### src/rtl/spimem_responder_pkg.sv
// spimem_responder_pkg: opcodes, FSM states and timing constants shared by the SPI flash responder.
package spimem_responder_pkg;
  localparam logic [7:0] OP_READ = 8'h03;
  localparam logic [7:0] OP_FAST = 8'h0B;
  localparam logic [7:0] OP_WAKE = 8'hAB;
  localparam logic [7:0] OP_RST  = 8'hFF;
  localparam int SCK_RATIO = 8;
  typedef enum logic [2:0] {IDLE, CMD, ADDR, DUMMY, DATA, IGNORE} state_t;
endpackage

### src/rtl/spimem_responder_sync.sv
// spimem_responder_sync: input synchronizers plus SCK rise/fall and CSB falling-edge detection.
module spimem_responder_sync #(
  parameter int STAGES = 2
) (
  input  logic clk,
  input  logic resetn,
  input  logic csb_in,
  input  logic sck_in,
  input  logic mosi_in,
  output logic csb,
  output logic mosi,
  output logic rise,
  output logic fall,
  output logic csb_fall
);
  logic [STAGES-1:0] csb_q, sck_q, mosi_q;
  logic sck_d, csb_d;
  always_ff @(posedge clk)
    if (!resetn) begin
      csb_q <= '1;
      sck_q <= '0;
      mosi_q <= '0;
      sck_d <= 1'b0;
      csb_d <= 1'b1;
    end else begin
      csb_q <= {csb_q[STAGES-2:0], csb_in};
      sck_q <= {sck_q[STAGES-2:0], sck_in};
      mosi_q <= {mosi_q[STAGES-2:0], mosi_in};
      sck_d <= sck_q[STAGES-1];
      csb_d <= csb_q[STAGES-1];
    end
  assign csb = csb_q[STAGES-1];
  assign mosi = mosi_q[STAGES-1];
  assign rise = sck_q[STAGES-1] & ~sck_d;
  assign fall = ~sck_q[STAGES-1] & sck_d;
  assign csb_fall = ~csb_q[STAGES-1] & csb_d;
endmodule

### src/rtl/spimem_responder.sv
// spimem_responder: SPI mode-0 flash read target serving bytes from a 32-bit word memory bus.
// Define SPIMEM_RESPONDER_FASTREAD_EN to accept fast-read 0x0B with FAST_DUMMY dummy clocks.
module spimem_responder
  import spimem_responder_pkg::*;
#(
  parameter int SYNC_STAGES = 2,
  parameter int FAST_DUMMY = 8
) (
  input  logic        clk,
  input  logic        resetn,
  input  logic        spi_csb,
  input  logic        spi_clk,
  input  logic        spi_mosi,
  output logic        spi_miso,
  output logic        spi_miso_oe,
  output logic        mem_valid,
  input  logic        mem_ready,
  output logic [23:0] mem_addr,
  input  logic [31:0] mem_rdata,
  output logic        busy,
  output logic        underrun,
  output logic        cmd_err
);
  state_t state, nxt;
  logic csb_s, mosi_s, rise, fall, csb_fall;
  logic [4:0] cnt;
  logic [22:0] sr;
  logic [23:0] addr_in, byte_addr, q_addr, fetch_addr;
  logic [7:0] op_in, sh, lane_byte, byte_v;
  logic [31:0] cur_word, nxt_word, word;
  logic fast, is_fast, fetch, err_n, q_valid, stale, take, cur_valid, nxt_valid, avail, data_fall, last_bit;

  spimem_responder_sync #(.STAGES(SYNC_STAGES)) u_sync (
    .clk(clk), .resetn(resetn), .csb_in(spi_csb), .sck_in(spi_clk), .mosi_in(spi_mosi),
    .csb(csb_s), .mosi(mosi_s), .rise(rise), .fall(fall), .csb_fall(csb_fall)
  );

`ifdef SPIMEM_RESPONDER_FASTREAD_EN
  assign is_fast = op_in == OP_FAST;
`else
  assign is_fast = 1'b0;
`endif

  assign addr_in = {sr, mosi_s};
  assign op_in = addr_in[7:0];
  assign avail = cur_valid | nxt_valid;
  assign word = cur_valid ? cur_word : nxt_word;
  assign lane_byte = word[{byte_addr[1:0], 3'b000} +: 8];
  assign byte_v = avail ? lane_byte : 8'hFF;
  assign last_bit = cnt == 5'd7;
  assign data_fall = state == DATA && fall && !csb_s;
  assign busy = ~csb_s;
  assign spi_miso_oe = state == DATA && !csb_s;
  // a response that lands after CSB rose belongs to a finished transaction
  assign take = mem_valid && mem_ready && !stale && !csb_s;

  always_comb begin
    nxt = state;
    fetch = 1'b0;
    fetch_addr = '0;
    err_n = 1'b0;
    if (csb_s) nxt = IDLE;
    else case (state)
      IDLE: nxt = csb_fall ? CMD : IDLE;
      CMD: if (rise && last_bit) begin
        nxt = (op_in == OP_READ || is_fast) ? ADDR : IGNORE;
        err_n = !(op_in == OP_READ || is_fast || op_in == OP_WAKE || op_in == OP_RST);
      end
      ADDR: if (rise && cnt == 5'd23) begin
        nxt = fast ? DUMMY : DATA;
        fetch = 1'b1;
        fetch_addr = {addr_in[23:2], 2'b00};
      end
      DUMMY: if (rise && cnt == 5'(FAST_DUMMY - 1)) nxt = DATA;
      DATA: if (fall && last_bit && byte_addr[1:0] == 2'd3) begin
        fetch = 1'b1;
        fetch_addr = {byte_addr[23:2] + 22'd1, 2'b00};
      end
      default: ;
    endcase
  end

  always_ff @(posedge clk)
    if (!resetn) begin
      state <= IDLE;
      cnt <= '0;
      sr <= '0;
      fast <= 1'b0;
      byte_addr <= '0;
      sh <= '0;
      spi_miso <= 1'b0;
      underrun <= 1'b0;
      cmd_err <= 1'b0;
    end else begin
      state <= nxt;
      cmd_err <= err_n;
      if (rise) sr <= addr_in[22:0];
      if (state == CMD && rise && last_bit) fast <= is_fast;
      if (csb_s || state == IDLE) cnt <= '0;
      else if (state == DATA) begin
        if (fall) cnt <= last_bit ? '0 : cnt + 5'd1;
      end else if (rise) cnt <= (nxt != state) ? '0 : cnt + 5'd1;
      if (state == ADDR && fetch) byte_addr <= addr_in;
      else if (data_fall && last_bit) byte_addr <= byte_addr + 24'd1;
      if (csb_s) spi_miso <= 1'b0;
      else if (data_fall) begin
        spi_miso <= cnt == 5'd0 ? byte_v[7] : sh[7];
        sh <= cnt == 5'd0 ? {byte_v[6:0], 1'b0} : {sh[6:0], 1'b0};
        if (cnt == 5'd0 && !avail) underrun <= 1'b1;
      end
    end

  // one request in flight; a fetch raised while busy waits in a single-entry queue
  always_ff @(posedge clk)
    if (!resetn) begin
      mem_valid <= 1'b0;
      mem_addr <= '0;
      q_valid <= 1'b0;
      q_addr <= '0;
      stale <= 1'b0;
      cur_valid <= 1'b0;
      nxt_valid <= 1'b0;
      cur_word <= '0;
      nxt_word <= '0;
    end else begin
      if (mem_valid) begin
        if (mem_ready) mem_valid <= 1'b0;
      end else if (q_valid && !csb_s) begin
        mem_valid <= 1'b1;
        mem_addr <= q_addr;
      end else if (fetch) begin
        mem_valid <= 1'b1;
        mem_addr <= fetch_addr;
      end
      if (csb_s) q_valid <= 1'b0;
      else if (fetch && (mem_valid || q_valid)) begin
        q_valid <= 1'b1;
        q_addr <= fetch_addr;
      end else if (!mem_valid && q_valid) q_valid <= 1'b0;
      stale <= mem_valid && !mem_ready && (stale || csb_s);
      if (csb_s) begin
        cur_valid <= 1'b0;
        nxt_valid <= 1'b0;
      end else begin
        if (take) begin
          nxt_word <= mem_rdata;
          nxt_valid <= 1'b1;
        end else if (nxt_valid && !cur_valid) begin
          cur_word <= nxt_word;
          cur_valid <= 1'b1;
          nxt_valid <= 1'b0;
        end
        if (data_fall && last_bit && byte_addr[1:0] == 2'd3) cur_valid <= 1'b0;
      end
    end
endmodule

### config.mk
export PLATFORM = sky130hd
export DESIGN_NAME = spimem_responder
export DESIGN_NICKNAME = d
export VERILOG_FILES = /design/src/rtl/spimem_responder_pkg.sv /design/src/rtl/spimem_responder_sync.sv /design/src/rtl/spimem_responder.sv
export SDC_FILE = /design/constraint.sdc
export NUM_CORES = 1
export LEC_CHECK = 0
export BUFFER_PORTS_ARGS = -buffer_cell sky130_fd_sc_hd__buf_2
export CORE_MARGIN = 1
export CORE_UTILIZATION = 54
export DETAILED_ROUTE_END_ITERATION = 10
export GPL_ROUTABILITY_DRIVEN = 0
export HOLD_SLACK_MARGIN = 0.03
export PLACE_DENSITY = 0.76
export SYNTH_ARGS = -nofsm -noshare
export SYNTH_HDL_FRONTEND = slang
export SYNTH_SLANG_ARGS = --single-unit
export TNS_END_PERCENT = 5
### constraint.sdc
create_clock -name clk -period 2.2 [get_ports clk]
set_input_delay 0.33 -clock clk [delete_from_list [all_inputs] [get_ports clk]]
set_output_delay 0.33 -clock clk [all_outputs]
set_load 0.005 [all_outputs]
==> Implementation_results.wiki <==
{| class="wikitable"
! Metric !! Value
|-
| Die Area || 17000 sq um
|-
| Biggest fanout along the worst timing path || 6
|-
| Number of routed nets with antenna violations || 0
|-
| Total half-perimeter wirelength after legalization and detailed placement || 16300 microns
|-
| H-tree level count || 4
|-
| Post-synthesis cell area || 8900 sq um
|-
| Remaining routing DRC violations || 0
|-
| Met3 routed wirelength || 1820 microns
|-
| Largest net degree at the start of global routing || 51
|-
| Unrepaired setup endpoints after global routing || false
|-
| Worst-case clock skew || 0.0119 ns
|-
| First-pass iteration count of the detailed router || 6
|-
| Maximum buffer depth of the clock tree || 2
|-
| Asr flop ratio synth || 0
|-
| Placement Rows || 46
|-
| Post-synthesis cell type with the largest combined area || sky130_fd_sc_hd__dfxtp_1
|-
| Width of the die || 130 microns
|-
| Top cells by area, synth || sky130_fd_sc_hd__dfxtp_1 42%, sky130_fd_sc_hd__nand2_1 9.7%, sky130_fd_sc_hd__a21oi_1 8.6%
|-
| Port buffer count || 65
|-
| Top Metal Used || met4
|-
| First-pass GRT wire length || 37600 microns
|-
| Post-synthesis cell count || 1064
|-
| Max-cap violations || 0
|-
| Crit path time final || 2.13 ns
|-
| Via count || 8163
|-
| Via count of the first global-routing pass || 7432
|-
| CTS clk-pin slew, worst paths || 0.07 ns
|-
| Type of the tightest min-delay check || in -> reg
|-
| Length of routed met2 wiring || 11000 microns
|-
| Nets || 1167
|-
| Global route overflow || 0
|-
| Leak Pwr || 3.49 nW
|-
| Synthesized area divided by synthesized cell count || 8.36 sq um
|-
| Unique masters post-synth || 76
|-
| Share of the cycle needed by the critical path after routing || 0.967
|-
| Predominant post-synthesis flop cell || sky130_fd_sc_hd__dfxtp_1
|-
| Power density over cell area || 661 nW/um^2
|-
| Area of the core region || 16000 sq um
|-
| Wirelength per Cell || 17.4 microns
|-
| Count of hold buffers inserted by post-cts repair || 0
|-
| Initial core utilization || 0.556
|-
| Endpoint type of the worst setup path || flop
|-
| Skew-Pair Late Insertion Delay || 0.44 ns
|-
| Critical path class || reg -> reg
|-
| Filler Cells Inserted || 1373
|-
| Share of final-layout standard cells stronger than drive strength 1 || 0.179
|-
| Result of the run || completed
|-
| Transition time at the pin with the least slew margin || 0.742 ns
|-
| Number of flops mapped to enable cells by yosys || 0
|-
| Clock tree from TritonCTS || yes
|-
| FMAX || 0.470 GHz
|-
| Number of buffers created by CTS || 17
|-
| Critical path data required time || 2.50 ns
|-
| Global routing usage summed across all routing layers || 0.286
|-
| Iter 0 DRT Violations || 729
|-
| Root buf cell || sky130_fd_sc_hd__clkbuf_16
|-
| Setup fix buffers added after clock tree synthesis || 0
|-
| Peak ir drop on the vdd network || 0.751 mV
|-
| Met1 wire length || 9990 microns
|-
| Final hold violations || 0
|-
| Critical Path AT || 2.43 ns
|-
| Initial antenna violation count || 0
|-
| Number of warnings printed during yosys synthesis || 0
|-
| Area Growth Syn to Fin || 13.9%
|-
| I/O pin total || 68
|-
| Area share of the leading cell type in the synthesized netlist || 0.419
|-
| Final wirelength || 23600 microns
|-
| Via density per instance || 6.04
|-
| Max-slew headroom || 0.504
|-
| Vert. Die Dim || 130 microns
|-
| Antenna diode count || 0
|-
| Clock Sinks || 186
|-
| Sequential share of the synthesized area || 0.419
|-
| Hold Worst Slack || 0.0935 ns
|-
| Pins over their slew limit || 0
|-
| Setup-failing EPs final || 0
|-
| Flops & latches, synth || 186
|-
| Final setup TNS || 0 ns
|-
| Element type at the critical path start || flop
|}
==> per-stage QoR <==
step	instances	setup WS, ns	utilization	total power [mW]	area (sq um)
floorplan	1065	0.0740	-	3.54	8900
global placement	1322	0.157	0.595	3.61	9520
detailed placement	1322	0.0957	0.595	3.61	9520
CTS	1352	0.0804	0.632	6.73	10100
global route	1352	0.00631	0.633	6.89	10100
finish	1352	0.0728	0.633	6.70	10100
==> final timing paths <==
path	startpoint	end	slack (ns)	cells past startpoint
worst max register to register	cnt[0]	mem_addr[8]	0.07	7
worst min register to register	u_sync.csb_q[0]	u_sync.csb_q[1]	0.43	1
worst max-delay path	cnt[0]	mem_addr[8]	0.07	7
worst min-delay path	spi_mosi	u_sync.mosi_q[0]	0.09	2
==> synth_stat cells, types with 6 or more instances <==
cell type / number
sky130_fd_sc_hd__a21oi_1: 152
sky130_fd_sc_hd__a221oi_1: 10
sky130_fd_sc_hd__a22oi_1: 10
sky130_fd_sc_hd__a31oi_1: 15
sky130_fd_sc_hd__and2_1: 9
sky130_fd_sc_hd__and3_1: 6
sky130_fd_sc_hd__buf_2: 14
sky130_fd_sc_hd__buf_4: 7
sky130_fd_sc_hd__buf_6: 9
sky130_fd_sc_hd__clkbuf_1: 52
sky130_fd_sc_hd__dfxtp_1: 186
sky130_fd_sc_hd__inv_1: 10
sky130_fd_sc_hd__mux2i_1: 9
sky130_fd_sc_hd__mux4_2: 15
sky130_fd_sc_hd__nand2_1: 231
sky130_fd_sc_hd__nand2b_1: 6
sky130_fd_sc_hd__nand3_1: 25
sky130_fd_sc_hd__nand4_1: 10
sky130_fd_sc_hd__nor2_1: 30
sky130_fd_sc_hd__nor2b_1: 7
sky130_fd_sc_hd__nor3_1: 18
sky130_fd_sc_hd__nor4_1: 11
sky130_fd_sc_hd__o211ai_1: 12
sky130_fd_sc_hd__o21ai_0: 65
sky130_fd_sc_hd__o2bb2ai_1: 6
sky130_fd_sc_hd__xnor2_1: 26
sky130_fd_sc_hd__xor2_1: 13
==> state kept, by name, indices dropped and copies added (netlist names), 2 cells and up <==
name / count
u_sync.sck_q: 2
cnt: 5
u_sync.csb_q: 2
state: 3
sh: 7
nxt_word: 32
byte_addr: 24
sr: 23
q_addr: 22
mem_addr: 22
cur_word: 32
u_sync.mosi_q: 2
==> routing by layer <==
layer / GRT usage / up-vias
met2: 0.465 / 339
li1: - / 3882
met4: 0.125 / 0
met1: 0.361 / 3880
met3: 0.0713 / 62
met5: 0 / -
==> cell families after synthesis <==
logic type      share of synthesized area
fa+ha+maj                         0.00563
buf+inv                            0.0588
xor+xnor                           0.0384
compound gates                      0.204
flops                               0.419
simple gates                        0.222
other cells                      0.000421
mux                                0.0519
==> critical path: stages (launching register included) <==
cell,delay [ns]
sky130_fd_sc_hd__dfxtp_1,0.32
sky130_fd_sc_hd__ha_1,0.23
sky130_fd_sc_hd__and4bb_1,0.27
sky130_fd_sc_hd__and4_1,0.29
sky130_fd_sc_hd__buf_4,0.19
sky130_fd_sc_hd__and2_1,0.16
sky130_fd_sc_hd__a32oi_1,0.38
sky130_fd_sc_hd__o21ai_0,0.16
==> final cells by class <==
cell class                      count  area, sq um  share of cell area
Tap cell                          216          270              0.0267
Multi-Input combinational cell    779         4660               0.460
Timing Repair Buffer              130          830              0.0819
Clock inverter                     12          163              0.0161
Inverter                           11         42.5             0.00420
Clock buffer                       18          439              0.0433
Sequential cell                   186         3720               0.368
==> power by group <==
part / leakage (nW) / switching [mW] / total [mW] / internal [mW]
registers: 1.50 / 0.00792 / 3.38 / 3.37
clock network: 0.289 / 1.34 / 3.16 / 1.82
logic: 1.70 / 0.103 / 0.158 / 0.0544
total: 3.49 / 1.45 / 6.70 / 5.25
==> what timing repair did <==
action / CTS / global route
gates resized for setup: 0 / 3
hold endpoints to repair: 0 / 0
endpoints found under the setup margin: 0 / 21
==> cells in the final DEF, fill, tap and decap left out, types with 17 or more instances in the layout <==
cell and n:
sky130_fd_sc_hd__nand3_1 25, sky130_fd_sc_hd__dfxtp_1 186, sky130_fd_sc_hd__o21ai_0 65, sky130_fd_sc_hd__nor3_1 18, sky130_fd_sc_hd__a21oi_1 152, sky130_fd_sc_hd__xnor2_1 26
sky130_fd_sc_hd__nand2_1 231, sky130_fd_sc_hd__buf_4 63, sky130_fd_sc_hd__clkbuf_16 17, sky130_fd_sc_hd__nor2_1 30, sky130_fd_sc_hd__buf_2 65
Power figures use the tool's default switching activity.
